`config.mk`:
```
export PLATFORM = sky130hd
export DESIGN_NAME = vh_result_unpacker
export DESIGN_NICKNAME = d
export VERILOG_FILES = /design/src/rtl/vh_result_unpacker.sv
export SDC_FILE = /design/constraint.sdc
export NUM_CORES = 1
export LEC_CHECK = 0
export ABC_AREA = 0
export CORE_UTILIZATION = 45
export CTS_BUF_LIST = sky130_fd_sc_hd__clkbuf_8
export DETAILED_ROUTE_END_ITERATION = 8
export HOLD_SLACK_MARGIN = 0.06
export PLACE_DENSITY = 0.75
export SLEW_MARGIN = 5
export SYNTH_ARGS = -nofsm -noshare
export SYNTH_HDL_FRONTEND = slang
export SYNTH_SLANG_ARGS = --single-unit
```
`constraint.sdc`:
```
create_clock -name clk -period 6.3 [get_ports clk]
set_clock_uncertainty 0.15 [all_clocks]
set_input_delay 0.63 -clock clk [delete_from_list [all_inputs] [get_ports clk]]
set_output_delay 0.63 -clock clk [all_outputs]
set_load 0.005 [all_outputs]
```
`src/rtl/vh_result_unpacker.sv`:
```
// Reader side of the vloghammer result bus: captures a 90-bit packed result vector,
// streams its 18 extended fields over valid/ready and keeps a rotating XOR signature.
module vh_result_unpacker #(
    parameter int unsigned OUT_W    = 8,
    parameter logic [15:0] SIG_SEED = 16'hACE1
) (
    input  logic             clk,
    input  logic             rst_n,
    input  logic             in_valid,
    input  logic [89:0]      in_y,
    output logic             in_ready,
    output logic             out_valid,
    input  logic             out_ready,
    output logic [4:0]       out_idx,
    output logic [OUT_W-1:0] out_data,
    output logic             out_last,
    output logic             sig_valid,
    output logic [15:0]      sig_o,
    output logic [15:0]      vec_cnt
);

    typedef enum logic {
        IDLE,
        STREAM
    } state_e;

    localparam logic [4:0] LAST_IDX = 5'd17;

    state_e      state_q, state_d;
    logic [89:0] hold_q, hold_d;
    logic [4:0]  idx_q, idx_d;
    logic [15:0] sig_q, sig_d;
    logic [15:0] sig_o_q, sig_o_d;
    logic        sig_valid_q, sig_valid_d;
    logic [15:0] vec_cnt_q, vec_cnt_d;

    logic [1:0]       grp_sel;
    logic [2:0]       fld_sel;
    logic [29:0]      grp;
    logic [OUT_W-1:0] field;
    logic             beat_acc;
    logic             capture;
    logic [15:0]      sig_next;

    // Field index k = 6g + s: pick the 30-bit group g, then the sub-field s inside it.
    always_comb begin
        if (idx_q < 5'd6) begin
            grp_sel = 2'd0;
            fld_sel = idx_q[2:0];
        end else if (idx_q < 5'd12) begin
            grp_sel = 2'd1;
            fld_sel = 3'(idx_q - 5'd6);
        end else begin
            grp_sel = 2'd2;
            fld_sel = 3'(idx_q - 5'd12);
        end

        case (grp_sel)
            2'd0:    grp = hold_q[89:60];
            2'd1:    grp = hold_q[59:30];
            default: grp = hold_q[29:0];
        endcase

        case (fld_sel)
            3'd0:    field = OUT_W'(grp[29:26]);
            3'd1:    field = OUT_W'(grp[25:21]);
            3'd2:    field = OUT_W'(grp[20:15]);
            3'd3:    field = OUT_W'($signed(grp[14:11]));
            3'd4:    field = OUT_W'($signed(grp[10:6]));
            3'd5:    field = OUT_W'($signed(grp[5:0]));
            default: field = '0;
        endcase
    end

    // State register
    always_ff @(posedge clk) begin
        if (!rst_n) begin
            state_q <= IDLE;
        end else begin
            state_q <= state_d;
        end
    end

    // Next-state logic
    always_comb begin
        state_d = state_q;
        case (state_q)
            IDLE: begin
                if (in_valid) begin
                    state_d = STREAM;
                end
            end
            STREAM: begin
                if (beat_acc && out_last && !capture) begin
                    state_d = IDLE;
                end
            end
            default: state_d = IDLE;
        endcase
    end

    // Output logic
    always_comb begin
        out_valid = (state_q == STREAM);
        out_last  = out_valid && (idx_q == LAST_IDX);
        out_idx   = idx_q;
        out_data  = out_valid ? field : '0;
        beat_acc  = out_valid && out_ready;
        in_ready  = (state_q == IDLE) || (out_last && out_ready);
        capture   = in_valid && in_ready;
        sig_valid = sig_valid_q;
        sig_o     = sig_o_q;
        vec_cnt   = vec_cnt_q;
    end

    // A capture on the last-beat accept overrides the idx/sig updates of that beat,
    // while the completed signature still lands in sig_o.
    always_comb begin
        hold_d      = hold_q;
        idx_d       = idx_q;
        sig_d       = sig_q;
        sig_o_d     = sig_o_q;
        sig_valid_d = 1'b0;
        vec_cnt_d   = vec_cnt_q;
        sig_next    = {sig_q[14:0], sig_q[15]} ^ 16'(out_data);

        if (beat_acc) begin
            sig_d = sig_next;
            if (out_last) begin
                idx_d       = '0;
                sig_o_d     = sig_next;
                sig_valid_d = 1'b1;
                vec_cnt_d   = vec_cnt_q + 16'd1;
            end else begin
                idx_d = idx_q + 5'd1;
            end
        end

        if (capture) begin
            hold_d = in_y;
            idx_d  = '0;
            sig_d  = SIG_SEED;
        end
    end

    always_ff @(posedge clk) begin
        if (!rst_n) begin
            hold_q      <= '0;
            idx_q       <= '0;
            sig_q       <= '0;
            sig_o_q     <= '0;
            sig_valid_q <= 1'b0;
            vec_cnt_q   <= '0;
        end else begin
            hold_q      <= hold_d;
            idx_q       <= idx_d;
            sig_q       <= sig_d;
            sig_o_q     <= sig_o_d;
            sig_valid_q <= sig_valid_d;
            vec_cnt_q   <= vec_cnt_d;
        end
    end

endmodule

```
==> results.txt <==
Routability Congestion -> 0.924
Slew Viols, Final -> 0
Root Buffer Master -> clkbuf_8
Most common cell in the netlist -> nand2_1
Leak -> 2.98 nW
Area after DPL -> 8020 um2
DRT antenna net count -> 0
Pwr/cell area -> 236 nW/um2
Post-synthesis cell type count -> 64
Worst-Margin Slew -> 964 ps
Avg Inst Size Synth -> 7.91 um2
Ys async rst share -> 0
Num ports -> 143
Chip height -> 123 um
Overall routing resource usage -> 0.242
Period utilization -> 0.737
RSZ-0062 raised after global routing -> false
DP Worst Slack -> 1930 ps
Post-CTS setup buffer count -> 0
Max Root-Sink Buffers -> 2
Fin. Hold Viols -> 0
Cell Area, Synth -> 6610 um2
CTS tree -> yes
Remaining DRCs -> 0
Area fraction of the dominant cell type after synthesis -> 0.439
# nets final -> 1037
FF-to-FF Start -> out_valid
Largest net degree at the start of global routing -> 97
Post-CTS Resized -> 0
PnR worst setup slack -> 1660 ps
Max_slew headroom -> 0.357
VDD IR-drop max -> 0.140 mV
Cell count after synthesis -> 835
HPWL after DPL -> 12600 um
Fin area -> 8450 um2
Final min period -> 4640 ps
Main synth FF type -> dfxtp_1
Filler Cell Count -> 1304
Critical Path End Type -> primary output
# port buffers -> 142
Starting density of the core -> 0.469
Arrival @ worst endpoint -> 3860 ps
Core ar. -> 14100 um2
Synth cell count leaders -> nand2_1 (251), dfxtp_1 (145), a21oi_1 (129)
Cts bufs inserted -> 17
Setup violations, final -> 0
Fin Hold WS -> 305 ps
Vias per cell -> 5.55
Setup TNS -> 0 ps
Die area -> 15200 um2
Clock latency on the worst-skew pair -> 450 ps
Antenna violations before repair -> 0
Gr ovfl total -> 0
Vias -> 6265
Number of synthesized flops with an enable pin -> 0
First-pass GRT wire length -> 28200 um
Hold Buf Count CTS -> 0
Worst-path clk slew -> 70 ps
Largest fanout on the critical path -> 15
# H-tree levels -> 4
Vias in the first global route -> 5677
Die X-Extent -> 123 um
MaxCap Viol Count -> 0
YS warnings -> 0
Startpoint types -> flop
N_diodes -> 0
FMAX -> 215 MHz
Post-synthesis sequential area ratio -> 0.439
Wire per inst -> 16.0 um
Hold path start -> hold_q[46]
Outcome -> finished, final reports clean
P&R area growth vs syn -> 27.9%
CP required -> 5520 ps
Flops & latches, synth -> 145
Synth area leader -> dfxtp_1
Net count after synthesis -> 933
Initial DRC Count -> 620
Largest cells by area after synthesis -> dfxtp_1 (44%), nand2_1 (14%), a21oi_1 (9.8%)
Critical path origin -> out_idx[1]
1st-pass router iterations -> 6
Final non-filler cell total -> 1129
Share of layout cells above drive strength 1 -> 0.0622
DP Cell Count -> 1100
Tightest Hold Check Type -> flop to flop
Final wirelength -> 18100 um
Clock sink count -> 145
Crit Path Class -> flop to primary output
Site Rows -> 43
-- kinds of logic after synthesis --
group / count (synthesis) / share of synthesized area
AND/OR/NAND/NOR: 362 / 0.239
flip-flops: 145 / 0.439
multiplexers: 7 / 0.0144
AO/OA/AOI/OAI: 227 / 0.221
adder cells (fa/ha/maj): 4 / 0.00757
XOR/XNOR: 19 / 0.0280
buffers and inverters: 71 / 0.0509
-- cells in the final DEF (no fill, tap or decap), drive strengths merged, types with 6 or more instances in the layout --
cell and instances:
a222oi 6, nor2 23, inv 7, xor2 11, a211oi 8, clkdlybuf4s50 142
a21o 6, xnor2 8, nor3 13, nand3 25, clkbuf 18, a21oi 129
a22oi 8, and2 8, or3 9, dfxtp 145, nand2 251, o211ai 8
o21ai 19, buf 8, a221oi 7
-- power by group --
group          internal, W  switching, W  leakage, nW
combinational    0.0000970     0.0000992         1.57
sequential        0.000954     0.0000287         1.18
clock             0.000474      0.000342        0.222
total              0.00153      0.000469         2.98
-- sequential cells by signal, indices dropped and copies added, names as in the netlist --
register and count:
hold_q 90, sig_o 16, sig_q 16, vec_cnt 16, out_idx 5, out_valid 1
sig_valid 1
-- layer usage --
metal / track usage / wire length [um] / share of wire
met1: 0.331 / 8390 / 0.46
met2: 0.378 / 8220 / 0.45
met3: 0.0457 / 1160 / 0.064
met4: 0.0896 / 327 / 0.018
met5: 0 / 0 / 0
-- stage by stage --
stage          utilization  total power [W]
3_3_place_gp         0.569          0.00120
6_report             0.600          0.00199
5_1_grt              0.600          0.00207
3_5_place_dp         0.569          0.00120
2_1_floorplan            -          0.00110
4_1_cts              0.600          0.00201
-- final cells by class --
type                            instances  area, um2  area share
Tap cell                              180        225      0.0266
Clock inverter                         11        189      0.0224
Clock buffer                           18        248      0.0293
Multi-Input combinational cell        619       3380       0.400
Sequential cell                       145       2900       0.343
Inverter                                6       23.8     0.00281
Timing Repair Buffer                  150       1480       0.175
-- worst max-delay path, stage by stage (launching register included) --
cell and delay, ps:
dfxtp_1 670, ha_1 410, and2b_4 290, o21a_4 280
xnor2_1 170, buf_4 210, a221oi_1 60, a211oi_1 500
nand2b_1 200, and2_1 120, clkdlybuf4s50_1 490
-- final timing paths --
check                                    to  slack (ps)  cells after the start
worst max-delay path            out_data[1]        1660                     10
worst min-delay path             hold_q[46]         310                      2
worst max register to register   hold_q[66]        2300                      6
worst min register to register   hold_q[46]         310                      2
(Power assumes the default switching activity.)
